**src/rtl/dat_read_ser.sv**
```systemverilog
// SD DAT0 block receiver: start bit, 8*len data bits (MSB first), CRC16, end bit.
// Optional WAIT_START timeout is compiled in with `define SDHCI_DAT_READ_TIMEOUT_EN.
module dat_read_ser #(
  parameter logic [15:0] TimeoutTicks = 16'd1000,
  parameter int          MaxLenW      = 12
) (
  input  logic               clk_i,
  input  logic               rst_ni,
  input  logic               sd_clk_en_i,
  input  logic               start_i,
  input  logic               abort_i,
  input  logic [MaxLenW-1:0] block_len_i,
  input  logic               dat_ser_i,
  output logic               shift_in_o,
  input  logic [15:0]        crc16_i,
  output logic [7:0]         data_o,
  output logic               data_valid_o,
  output logic               busy_o,
  output logic               done_o,
  output logic               crc_err_o,
  output logic               end_err_o,
  output logic               timeout_err_o
);

  localparam int CntW = MaxLenW + 1;

  typedef enum logic [2:0] {
    IDLE,
    WAIT_START,
    DATA,
    CRC,
    END,
    DONE
  } state_t;

  state_t          state, state_nxt;
  logic [CntW-1:0] len_q;
  logic [CntW-1:0] byte_cnt;
  logic [2:0]      bit_cnt;
  logic [3:0]      crc_cnt;
  logic [7:0]      shreg;
  logic [7:0]      data_q;
  logic            data_valid_q;
  logic [15:0]     crc_exp;
  logic [15:0]     crc_rx;
  logic            crc_err_q;
  logic            end_err_q;
  logic            last_byte;
  logic            tmo_hit;

  assign last_byte = (byte_cnt + CntW'(1)) == len_q;

`ifdef SDHCI_DAT_READ_TIMEOUT_EN
  logic [15:0] tmo_cnt;
  logic        tmo_err_q;

  assign tmo_hit       = (tmo_cnt == TimeoutTicks - 16'd1);
  assign timeout_err_o = tmo_err_q;

  always_ff @(posedge clk_i or negedge rst_ni) begin
    if (!rst_ni) begin
      tmo_cnt   <= 16'd0;
      tmo_err_q <= 1'b0;
    end else if (!abort_i) begin
      if (state == IDLE && start_i) begin
        tmo_cnt   <= 16'd0;
        tmo_err_q <= 1'b0;
      end else if (state == WAIT_START && sd_clk_en_i && dat_ser_i) begin
        tmo_cnt <= tmo_cnt + 16'd1;
        if (tmo_hit) tmo_err_q <= 1'b1;
      end
    end
  end
`else
  assign tmo_hit       = 1'b0;
  assign timeout_err_o = 1'b0;
`endif

  always_ff @(posedge clk_i or negedge rst_ni) begin
    if (!rst_ni) state <= IDLE;
    else         state <= state_nxt;
  end

  always_comb begin
    state_nxt = state;
    if (abort_i) begin
      state_nxt = IDLE;
    end else begin
      case (state)
        IDLE:       if (start_i) state_nxt = WAIT_START;
        WAIT_START: if (sd_clk_en_i) begin
                      if (!dat_ser_i)   state_nxt = DATA;
                      else if (tmo_hit) state_nxt = DONE;
                    end
        DATA:       if (sd_clk_en_i && bit_cnt == 3'd7 && last_byte) state_nxt = CRC;
        CRC:        if (sd_clk_en_i && crc_cnt == 4'd15) state_nxt = END;
        END:        if (sd_clk_en_i) state_nxt = DONE;
        DONE:       state_nxt = IDLE;
        default:    state_nxt = IDLE;
      endcase
    end
  end

  // Datapath: abort freezes everything, so error flags survive it untouched.
  always_ff @(posedge clk_i or negedge rst_ni) begin
    if (!rst_ni) begin
      len_q        <= '0;
      byte_cnt     <= '0;
      bit_cnt      <= 3'd0;
      crc_cnt      <= 4'd0;
      shreg        <= 8'h00;
      data_q       <= 8'h00;
      data_valid_q <= 1'b0;
      crc_exp      <= 16'h0000;
      crc_rx       <= 16'h0000;
      crc_err_q    <= 1'b0;
      end_err_q    <= 1'b0;
    end else begin
      data_valid_q <= 1'b0;
      if (!abort_i) begin
        case (state)
          IDLE: if (start_i) begin
            // A zero length field means the full 2^MaxLenW bytes.
            len_q     <= {(block_len_i == '0), block_len_i};
            byte_cnt  <= '0;
            bit_cnt   <= 3'd0;
            crc_cnt   <= 4'd0;
            crc_err_q <= 1'b0;
            end_err_q <= 1'b0;
          end
          WAIT_START: if (sd_clk_en_i && !dat_ser_i) begin
            bit_cnt  <= 3'd0;
            byte_cnt <= '0;
            crc_cnt  <= 4'd0;
          end
          DATA: if (sd_clk_en_i) begin
            shreg   <= {shreg[6:0], dat_ser_i};
            bit_cnt <= bit_cnt + 3'd1;
            if (bit_cnt == 3'd7) begin
              data_q       <= {shreg[6:0], dat_ser_i};
              data_valid_q <= 1'b1;
              byte_cnt     <= byte_cnt + CntW'(1);
            end
          end
          CRC: if (sd_clk_en_i) begin
            // The CRC engine clears on this tick, so grab its final value now.
            if (crc_cnt == 4'd0) crc_exp <= crc16_i;
            crc_rx  <= {crc_rx[14:0], dat_ser_i};
            crc_cnt <= crc_cnt + 4'd1;
          end
          END: if (sd_clk_en_i) begin
            if (!dat_ser_i)        end_err_q <= 1'b1;
            if (crc_rx != crc_exp) crc_err_q <= 1'b1;
          end
          default: ;
        endcase
      end
    end
  end

  assign shift_in_o   = (state == DATA);
  assign busy_o       = (state != IDLE);
  assign done_o       = (state == DONE);
  assign data_o       = data_q;
  assign data_valid_o = data_valid_q;
  assign crc_err_o    = crc_err_q;
  assign end_err_o    = end_err_q;

endmodule

```
**config.mk**
```make
export PLATFORM = sky130hd
export DESIGN_NAME = dat_read_ser
export DESIGN_NICKNAME = d
export VERILOG_FILES = /design/src/rtl/dat_read_ser.sv
export SDC_FILE = /design/constraint.sdc
export NUM_CORES = 1
export LEC_CHECK = 0
export ABC_AREA = 1
export CAP_MARGIN = 15
export CORE_MARGIN = 1.5
export CORE_UTILIZATION = 55
export DETAILED_ROUTE_END_ITERATION = 8
export GPL_ROUTABILITY_DRIVEN = 1
export PLACE_DENSITY = 0.78
export RECOVER_POWER = 100
export SLEW_MARGIN = 10
export SYNTH_ARGS = -nofsm -noshare
export SYNTH_HDL_FRONTEND = slang
export SYNTH_SLANG_ARGS = --single-unit
```
**constraint.sdc**
```tcl
create_clock -name clk_i -period 5.05 [get_ports clk_i]
set_input_delay 1.01 -clock clk_i [delete_from_list [all_inputs] [get_ports clk_i]]
set_output_delay 1.01 -clock clk_i [all_outputs]
set_load 0.01 [all_outputs]
```
==> After elaboration in Yosys (flattened, before gate mapping) <==
Index checks and enable logic that the tools add are counted.
{ "word_totals": {"register_bits": 86, "output_inout_bits": 15, "elab_cells": 94} }
{ "classes": {"n_bitwise": 1, "reduce_logical": 23, "eq_ne": 23, "n_addsub": 3, "n_mux": 32} }
{ "op_table": {"columns": ["op", "count"], "rows": [
  ["13-bit 2-to-1 mux", 4],
  ["13-bit case mux with 3 select lines", 1],
  ["3-bit 2-to-1 mux", 10],
  ["5-bit AND reduction", 4],
  ["16-bit inequality test", 1],
  ["3-bit inequality test, second input constant", 5],
  ["3-bit case mux with 5 select lines", 1],
  ["2-bit inequality test, second input constant", 7],
  ["13-bit by 1-bit adder with 13-bit output, second input constant", 1],
  ["13-bit equality test", 1],
  ["12-bit zero test", 1],
  ["4-bit 2-to-1 mux", 3],
  ["4-bit case mux with 3 select lines", 1],
  ["6-bit AND reduction", 2],
  ["3-bit equality test, second input constant", 3],
  ["1-bit 2-to-1 mux", 9],
  ["3-bit case mux with 3 select lines", 1],
  ["3-bit AND reduction", 3],
  ["3-bit nonzero test", 3],
  ["4-bit AND reduction", 2],
  ["3-bit by 2-bit equality test with 1-bit output, second input constant", 2],
  ["4-bit by 1-bit adder with 4-bit output, second input constant", 1],
  ["4-bit equality test, second input constant", 1],
  ["1-bit logical AND", 4],
  ["10 further kinds", 11]
]} }

==> Longest topological paths before layout <==
Gate-level depths: netlist of the first run.
{ "logic_depth": {"ltp_word": 6, "ltp_mapped": 16} }

==> Least setup slack after synthesis of the first run <==
No wires, ideal clock.
{ "synth_timing": {"path_type": "input-to-reg", "start": "in sd_clk_en_i", "end": "reg crc_exp[10]", "required_ps": 4925, "setup_time_ps": 125, "path_stages": 7, "arrival_ps": 2045, "setup_slack_ps": 2880, "cell_sequence": "inv_1 -> nor2_1 -> inv_1 -> nor2_8 -> nand4_4 -> buf_6 -> mux2_4"} }
{ "synth_via": {"elab_chain_len": 1} }
{ "synth_rtl": {"columns": ["element", "line_no", "source"], "rows": [
  ["start, declared", "9", "input logic sd_clk_en_i,"],
  ["4-bit AND reduction (no source line)", null, null],
  ["end signal, assigned", "147", "if (crc_cnt == 4'd0) crc_exp <= crc16_i;"],
  ["end, declared", "44", "logic [15:0] crc_exp;"]
]} }
No other way between the ends.
A chain may end at the register's enable or synchronous reset.

==> Worst setup path in the final report of the first run <==
Same ends and word-level chain as after synthesis.

==> results.md, run 1 <==
* Peak supply drop at 0.0002389 V
* Mapped Area at 4399 µm²
* Reg2reg path depth at 6
* Hold Path End: data_o[5]
* GRT overflow at 0
* Total iterations of the first detailed-routing run at 4
* Commonest cells in the netlist: nand2_1, dfrtp_1, inv_1
* XOR/XNOR Fraction of Synth Area at 4.608%
* Worst-Margin Slew at 1.644 ns
* P per Cell Area at 465.4 nW/µm²
* Most frequent cell after synthesis: nand2_1
* Critical Path RT at 5.29 ns
* Clock slew at reported path FFs at 0.08 ns
* Combinational power share at 31.9%
* Main combinational cell family by area after synthesis: simple AND/OR/NAND/NOR gates
* Post-DP HPWL at 6358 µm
* Crit path capture type: register
* Post-Route WL at 8798 µm
* Number of vias per cell at 5.239
* Initial antenna violation count at 0
* Yosys top cell area share at 48.92%
* Clock Latency Late Sink at 0.37 ns
* CP Class: primary input to register
* Internal at 1.474 mW
* Syn Area/Cell at 8.942 µm²
* Top_reg_cell synth: dfrtp_1
* Die Span Y at 92.44 µm
* Slew Limit Fails at 69
* Die Width at 92.44 µm
* Synth area leaders: dfrtp_1, nand2_1, inv_1, o21ai_0, mux2_4
* H-tree Lvls at 3
* Hold Crit Depth at 2
* Pin count of the biggest net entering global routing at 87
* Syn Inst Count at 492
* Initial Utilization at 56.93%
* Post-synth net total at 531
* GRT Total Usage at 22.94%
* Setup violators final at 0
* Flop pwr share at 47.2%
* Post-synthesis simple-gate area fraction at 22.33%
* Final core occ at 64.36%
* Synth Area in Compound Gates at 10.30%
* Seq/Total Area, Yosys at 48.92%
* Share of cells above drive strength 1 at 6.593%
* Setup TNS at 0 ns
* Number of global-route vias before repair at 3,309
* CTS tree: done
* Period utilisation layout at 69.86%
* Nets@finish at 581
* Reg2Reg Setup Slack at 2.30 ns
* Final min period at 3.528 ns
* Sw Pwr at 0.8405 mW
* P_leak at 2.434 nW
* Slew HR at -9.598%
* RSZ-0062 raised after global routing: false
* Root Driver: clkbuf_8
* Hold-fix buffers, CTS at 0
* Yosys warns at 0
* Drt first-iter violations at 183
* Number of fill cells at 665
* Failing checks: capacitance limit, slew limit
* Num rows at 32
* Worst Hold Launch: data_o[5]
* Synth Area in Adders at 1.422%
* Cts repair resizes at 0
* Synth unique cells at 43
* Remaining DRCs at 0
* Area Overhead vs Synth at 13.05%
* Core area at 7727 µm²
* Yosys reg bits at 86
* Largest area contributor in the synthesized netlist: dfrtp_1
* CP max FO at 19
* Antenna diode count at 0
* Status: finished with violations
* Clock Tree Buf Depth at 2
* Switching Share at 36.31%
* Final hold violation count at 0
* Via count at 3,395
* IO Pins at 49
* Clock network fraction of design power at 20.9%
* CTS sink cnt at 86
* Critical Path Start Type: primary input
* Post-CTS Repair Setup Buffers at 0
* FF-to-FF Start: state[0]
* Post-DR wirelength/cell at 13.58 µm
* Post-synth ARST share at 100.0%
* EDFF count, synth at 0
* Post-synthesis mux area share at 4.949%
* IO Port Bufs at 47
* GP Congestion at 0.8581
* Max Cap Viol at 1
* Min-Delay Path Class: register to register
* First-pass GRT wire length at 15,350 µm
* Layout Skew at 0.01151 ns
* Reg2reg end: crc_exp[10]
* CTS buffer count at 9
* Fmax at 283.4 MHz
* Final ANT Viol Nets at 0
* WP data arrival at 3.77 ns
* Overall power at 2.315 mW
* Die ar. at 8544 µm²
[cells in the final DEF, fill, tap and decap left out, types with 3 or more instances in the layout]
cell type        instances
xor2_1                   8
nor3_1                   4
dlygate4sd3_1           16
inv_2                    5
a21oi_1                  4
o22ai_1                  9
dfrtp_1                 86
o21ai_0                 37
a22o_1                   3
xnor2_1                 10
ha_1                     5
inv_1                   62
clkbuf_8                 9
mux2_2                   6
clkdlybuf4s50_1         30
nand2_1                146
mux2_1                  10
nor2_1                  30
nand3_1                 28
nand4_1                  6
[power by group through the flow]
stage               Sequential [mW]  Clock, mW  Combinational [mW]
floorplan                      1.08          0               0.584
global placement               1.10          0               0.797
detailed placement             1.11          0               0.826
CTS                            1.10      0.491               0.830
global route                   1.13      0.522               0.846
finish                         1.09      0.483               0.738
[kinds of logic after synthesis]
| logic type | Yosys count |
|---|---|
| AO/OA/AOI/OAI | 64 |
| other | 1 |
| flip-flops | 86 |
| adder cells (fa/ha/maj) | 5 |
| buffers and inverters | 77 |
| AND/OR/NAND/NOR | 223 |
| multiplexers | 16 |
| XOR/XNOR | 20 |
[routing by layer]
layer	vias up	global-route usage [%]	part of all wire, %
met5	-	0	0
met4	0	7.436	0.91
met3	9	4.023	5.3
met2	79	37.07	49
met1	1627	31.45	45
li1	1680	-	-
[worst max-delay path, stage by stage]
cell	delay, ns
dlygate4sd3_1	0.62
inv_1	0.13
nor2_1	0.10
inv_1	0.07
nor2_1	0.87
nand4_4	0.49
mux2_1	0.47
[registers in the layout, indices dropped and copies added, names as in the netlist]
| signal | flops |
|---|---|
| byte_cnt | 13 |
| crc_rx | 16 |
| bit_cnt | 3 |
| data_o | 8 |
| len_q | 13 |
| data_valid_o | 1 |
| shreg | 7 |
| crc_exp | 16 |
| state | 3 |
| crc_cnt | 4 |
| end_err_o | 1 |
| crc_err_o | 1 |
[per-stage QoR]
stage	area (µm²)	hold WS, ns	worst slack, ns	cells
6_report	4974	0.4689	1.522	648
5_1_grt	4974	0.5168	1.268	648
4_1_cts	5122	0.4794	2.165	647
3_5_place_dp	4927	0.4586	1.985	632
3_3_place_gp	4927	0.4560	2.047	632
2_1_floorplan	4399	0.4493	2.880	492
[worst max path at each step]
stage	startpoint	to	slack, ns	depth (start not counted)
final	sd_clk_en_i	crc_exp[10]	1.52	7
after global placement	sd_clk_en_i	crc_exp[7]	2.05	7
after floorplan	sd_clk_en_i	crc_exp[10]	2.88	7
after CTS	state[0]	shift_in_o	2.16	4
after global routing	sd_clk_en_i	byte_cnt[6]	1.27	11
after detailed placement	sd_clk_en_i	crc_exp[10]	1.98	7
[area by class of cell]
type                       instances  area, µm²  area share [%]
clock buffer                       9      123.9           2.491
clock inverter                     6      71.32           1.434
inverter                          68      257.7           5.182
multi-input combinational        329       1772           35.62
sequential                        86       2152           43.27
tap                              102      127.6           2.566
timing repair buffer              48      469.2           9.434
Note: power is estimated with default switching activity, not from simulation.
==> run 2, diff against run 1 <==
clock period = 3.34 ns   (was 5.05 ns; I/O delays follow)
==> results.md, run 2 (synthesis gave the netlist of run 1 again) <==
* Max Cap Viol at 0 (-1)
* Clock slew at reported path FFs at 0.09 ns (about the same)
* Remaining DRCs at 0 (unchanged)
* Area of the multi-input gates at 1847 µm² (+4.2%)
* Post-DR wirelength/cell at 13.61 µm (+0.25%)
* Num rows at 32 (unchanged)
* Antenna diode count at 0 (unchanged)
* Nets@finish at 582 (+0.17%)
* Critical Path Start Type: primary input
* H-tree Lvls at 3 (unchanged)
* Die ar. at 8544 µm² (unchanged)
* Number of fill cells at 639 (-3.9%)
* RSZ-0062 raised after global routing: false
* Number of global-route vias before repair at 3,329 (+0.60%)
* Critical Path RT at 3.58 ns (-1.71 ns)
* Drt first-iter violations at 174 (-4.9%)
* GRT Total Usage at 22.68% (-0.26 points)
* First-pass GRT wire length at 15,360 µm (about the same)
* Area Overhead vs Synth at 15.36%
* Setup violators final at 0 (unchanged)
* CTS tree: done
* Number of vias per cell at 5.273 (+0.64%)
* Post-CTS Repair Setup Buffers at 0 (unchanged)
* IO Pins at 49 (unchanged)
* Placed instance area at 4935 µm² (+0.15%)
* Final ANT Viol Nets at 0 (unchanged)
* Hold-fix buffers, CTS at 0 (unchanged)
* CP Class: primary input to register
* GRT overflow at 0 (unchanged)
* CTS buffer count at 9 (unchanged)
* Clock Tree Buf Depth at 2 (unchanged)
* IO Port Bufs at 47 (unchanged)
* Final Cell Area at 5075 µm² (+2.0%)
* CP max FO at 19 (unchanged)
* Combinational power share at 32.9% (+1.0 points)
* GP Congestion at 0.8596 (+0.17%)
* Internal at 2.247 mW (+52%)
* P_leak at 2.486 nW (+2.2%)
* Post-Route WL at 8834 µm (+0.41%)
* P per Cell Area at 700.8 nW/µm² (+51%)
* Final hold violation count at 0 (unchanged)
* Sequential cell area at 2152 µm² (unchanged)
* Most common cell after layout, fill and taps aside: nand2_1
* WP data arrival at 2.94 ns (-0.83 ns)
* Cts repair resizes at 0 (unchanged)
* Slew Limit Fails at 0 (-100%)
* Die Width at 92.44 µm (unchanged)
* Switching Share at 36.83% (+0.52 points)
* Worst-Margin Slew at 1.192 ns (-0.4522 ns)
* Sw Pwr at 1.310 mW (+56%)
* Setup TNS at 0 ns (unchanged)
* Final min period at 2.705 ns
* Clock Latency Late Sink at 0.35 ns (-0.02 ns)
* Period utilisation layout at 80.98%
* Flop pwr share at 46.7% (-0.5 points)
* Slew HR at 20.55% (+30 points)
* Root Driver: clkbuf_8
* Initial Utilization at 56.93% (unchanged)
* Hold Crit Depth at 2 (unchanged)
* Initial antenna violation count at 0 (unchanged)
* Core area at 7727 µm² (unchanged)
* Total iterations of the first detailed-routing run at 4 (unchanged)
* Most frequent cells in the layout: nand2_1, dfrtp_1, inv_1, o21ai_0, clkdlybuf4s50_1
* Die Span Y at 92.44 µm (unchanged)
* Layout Skew at 0.007717 ns (-0.003789 ns)
* Share of cells above drive strength 1 at 8.410% (+1.8 points)
* Crit path capture type: register
* Post-DP HPWL at 6370 µm (+0.18%)
* Clock network fraction of design power at 20.4% (-0.5 points)
* Min-Delay Path Class: register to register
* Fmax at 369.7 MHz
* Status: complete, no violations
* Peak supply drop at 0.0003935 V (+65%)
* CTS sink cnt at 86 (unchanged)
* Biggest regs: crc_exp (16), crc_rx (16)
* Pin count of the biggest net entering global routing at 87 (unchanged)
* Via count at 3,422 (+0.80%)
* Reg2reg path depth at 10 (+4)
run 2: changes by cell type in the layout (fill, tap and decap cells not counted), moves of 2 or more:
| cell | change |
|---|---|
| o22ai_2 | +6 |
| o22ai_1 | -6 |
| clkinvlp_4 | +2 |
| nor2_8 | +2 |
| clkinv_4 | -2 |
| nor2_1 | -3 |
| o21ai_0 | -2 |
run 2: path summary, 6_finish.rpt:
path | startpoint | endpoint | slack, ns
min in group asynchronous | rst_ni | byte_cnt[7] | 0.54
max in group asynchronous | rst_ni | crc_rx[2] | 1.91
max reg2reg | state[0] | len_q[8] | 1.09
min reg2reg | data_o[5] | data_o[5] | 0.47
max | sd_clk_en_i | crc_exp[12] | 0.64
min | data_o[5] | data_o[5] | 0.47
run 2: routing by layer:
metal / vias up / part of all wire (%) / track usage (%)
li1: 1684 / - / -
met1: 1647 / 46 / 30.19
met2: 76 / 49 / 37.25
met3: 15 / 3.8 / 4.023
met4: 0 / 1.7 / 8.077
met5: - / 0 / 0
run 2: final cells by class:
class / instances / area share [%]
Timing Repair Buffer: 49 / 9.763
Tap cell: 102 / 2.515
Multi-Input combinational cell: 329 / 36.39
Clock inverter: 6 / 1.405
Sequential cell: 86 / 42.41
Inverter: 68 / 5.079
Clock buffer: 9 / 2.441
run 2: stage by stage:
step	utilization (%)	setup WS (ns)	hold slack, ns	power (mW)	std cells
floorplan	-	1.512	0.3724	2.511	492
global placement	63.86	0.6788	0.4560	2.869	633
detailed placement	63.86	0.5988	0.4585	2.933	633
CTS	66.39	0.8181	0.4798	3.665	648
global route	65.67	0.4956	0.5187	3.813	649
finish	65.67	0.6352	0.4666	3.556	649
run 2: worst max-delay path, cell delays in order:
cell,delay (ns)
dlygate4sd3_1,0.62
inv_1,0.14
nor2_1,0.14
inv_1,0.14
nor2_8,0.26
nand4_2,0.47
mux2_1,0.50
run 2: power by group through the flow:
stage,clock network [mW],logic [mW],registers [mW]
6_report,0.725,1.17,1.66
5_1_grt,0.787,1.33,1.70
4_1_cts,0.739,1.26,1.66
3_5_place_dp,0,1.26,1.68
3_3_place_gp,0,1.21,1.66
2_1_floorplan,0,0.884,1.63
==> run 3, diff against run 2 <==
CORE_UTILIZATION = 51   (was 55)
PLACE_DENSITY = 0.76   (was 0.78)
clock period = 2.3 ns   (was 3.34 ns; I/O delays follow)
==> results.md, run 3 (synthesis gave the netlist of run 1 again) <==
* H-tree Lvls at 3 (unchanged)
* CTS buffer count at 9 (unchanged)
* Die Span Y at 95.88 µm (+3.7%)
* Clock slew at reported path FFs at 0.09 ns (about the same)
* Num rows at 33 (+3.1%)
* Area Overhead vs Synth at 16.35%
* FF-to-FF Start: byte_cnt[0]
* Initial antenna violation count at 0 (unchanged)
* Setup violators final at 0 (unchanged)
* IO Pins at 49 (unchanged)
* Final ANT Viol Nets at 0 (unchanged)
* Clock Latency Late Sink at 0.35 ns (about the same)
* Post-DR wirelength/cell at 13.38 µm (-1.7%)
* Root Driver: clkbuf_8
* Number of vias per cell at 5.145 (-2.4%)
* Slew HR at 28.91% (+8.4 points)
* CTS sink cnt at 86 (unchanged)
* WP data arrival at 1.73 ns (-1.21 ns)
* Biggest regs: crc_exp (16), crc_rx (16)
* Initial Utilization at 53.01% (-3.9 points)
* Post-DP HPWL at 6574 µm (+3.2%)
* Peak supply drop at 0.0004834 V (+23%)
* Layout Skew at 0.01112 ns (+0.003403 ns)
* Final hold violation count at 0 (unchanged)
* RSZ-0062 raised after global routing: false
* WHS at 0.2316 ns (-0.2351 ns)
* Slew Limit Fails at 0 (unchanged)
* Antenna diode count at 0 (unchanged)
* Total iterations of the first detailed-routing run at 4 (unchanged)
* P per Cell Area at 1034 nW/µm² (+47%)
* CP Class: register to primary output
* Share of cells above drive strength 1 at 9.009% (+0.60 points)
* Post-CTS Repair Setup Buffers at 0 (unchanged)
* P_leak at 2.536 nW (+2.0%)
* Critical Path RT at 1.84 ns (-1.74 ns)
* Nets@finish at 589 (+1.2%)
* Most frequent cells in the layout: nand2_1, dfrtp_1, inv_1, o21ai_0, clkdlybuf4s50_1
* GRT Total Usage at 21.25% (-1.4 points)
* Biggest cell delay along the critical path at 0.53 ns (-0.09 ns)
* Reg2reg path depth at 14 (+4)
* First-pass GRT wire length at 14,950 µm (-2.7%)
* Post-Route WL at 8830 µm (about the same)
* Place WS at -0.008552 ns (-0.6073 ns)
* Die Width at 95.88 µm (+3.7%)
* Status: complete, no violations
* Crit-path cells: nor2_4 > nand2_4 > inv_2 > clkdlybuf4s50_1
* Period utilisation layout at 95.09%
* IO Port Bufs at 47 (unchanged)
* Number of fill cells at 713 (+12%)
* Setup TNS at 0 ns (unchanged)
* GP Congestion at 0.8637 (+0.48%)
* CP max FO at 6 (-13)
* Fmax at 457.2 MHz
* Final Cell Area at 5119 µm² (+0.86%)
* Final min period at 2.187 ns
* Crit path capture type: primary output
* Critical Path Start Type: register
* Via count at 3,396 (-0.76%)
* Placed instance area at 5011 µm² (+1.5%)
* Hold-fix buffers, CTS at 0 (unchanged)
* Pin count of the biggest net entering global routing at 36 (-59%)
* Core area at 8299 µm² (+7.4%)
* CP max-delay cell: clkdlybuf4s50_1
* Clock Tree Buf Depth at 2 (unchanged)
* Remaining DRCs at 0 (unchanged)
* Post-route setup slack at 0.1128 ns (-0.5224 ns)
* Reg2Reg Setup Slack at 0.28 ns (-0.81 ns)
* Max Cap Viol at 0 (unchanged)
* Worst-Margin Slew at 1.066 ns (-0.1254 ns)
* Die ar. at 9192 µm² (+7.6%)
* Number of global-route vias before repair at 3,317 (-0.36%)
* CP startpoint: state[0]
* Min-Delay Path Class: primary input to async pin
* Drt first-iter violations at 151 (-13%)
* CTS tree: done
* Most common cell after layout, fill and taps aside: nand2_1
* GRT overflow at 0 (unchanged)
-- run 3: cell types whose count changed in the layout (fill, tap and decap cells not counted), moves of 2 or more --
cell and delta:
dlygate4sd3_1 -2, nor2_1 -2, clkinvlp_4 -4, clkbuf_1 +2, nand2_1 -3, o22ai_2 -7, inv_2 +2, o22ai_1 +7
inv_6 +2, buf_4 +5, clkdlybuf4s50_1 +2, nand2_2 +2
-- run 3: final cells by class --
| type | count | area (µm²) | area share (%) |
|---|---|---|---|
| flip-flops and latches | 86 | 2152 | 42.04 |
| multi-input cells | 329 | 1834 | 35.83 |
| repair buffers | 56 | 526.8 | 10.29 |
| inverters | 68 | 255.2 | 4.987 |
| well taps | 105 | 131.4 | 2.567 |
| clock buffers | 10 | 127.6 | 2.493 |
| clock inverters | 6 | 91.34 | 1.784 |
-- run 3: worst paths after layout --
| check | end |
|---|---|
| max in group asynchronous | crc_rx[0] |
| worst min-delay path | len_q[9] |
| worst max-delay path | shift_in_o |
| worst min register to register | data_o[4] |
| worst max register to register | state[0] |
| min in group clk_i | data_o[4] |
-- run 3: through the flow --
step	util (%)	power, mW	std cells
final	61.68	5.290	660
after global routing	61.68	5.674	660
after CTS	63.05	5.464	660
after detailed placement	60.38	4.271	644
after global placement	60.38	4.202	644
after floorplan	-	3.646	492
-- run 3: power breakdown --
part	switching (mW)	internal (mW)	total [mW]
Clock	0.559	0.620	1.18
Sequential	0.384	2.02	2.40
Combinational	0.944	0.766	1.71
-- run 3: what timing repair did --
action	in CTS	in global routing
endpoints found under the setup margin	1	3
gates resized for setup	1	4
cloned	0	0
-- run 3: worst max-delay path, delay by kind of cell, from the launching register on --
kind                   cells  cell delay (ns)
buffers and inverters      2             0.62
AND/OR/NAND/NOR            2             0.30
flip-flops                 1             0.46
-- run 3: per-layer routing --
layer  global-route usage (%)  wire length [µm]  share of wire [%]
met1                    28.53              4281                 48
met5                        0                 0                  0
met4                    7.353               107                1.2
met2                    35.33              4133                 47
met3                    2.844               307                3.5
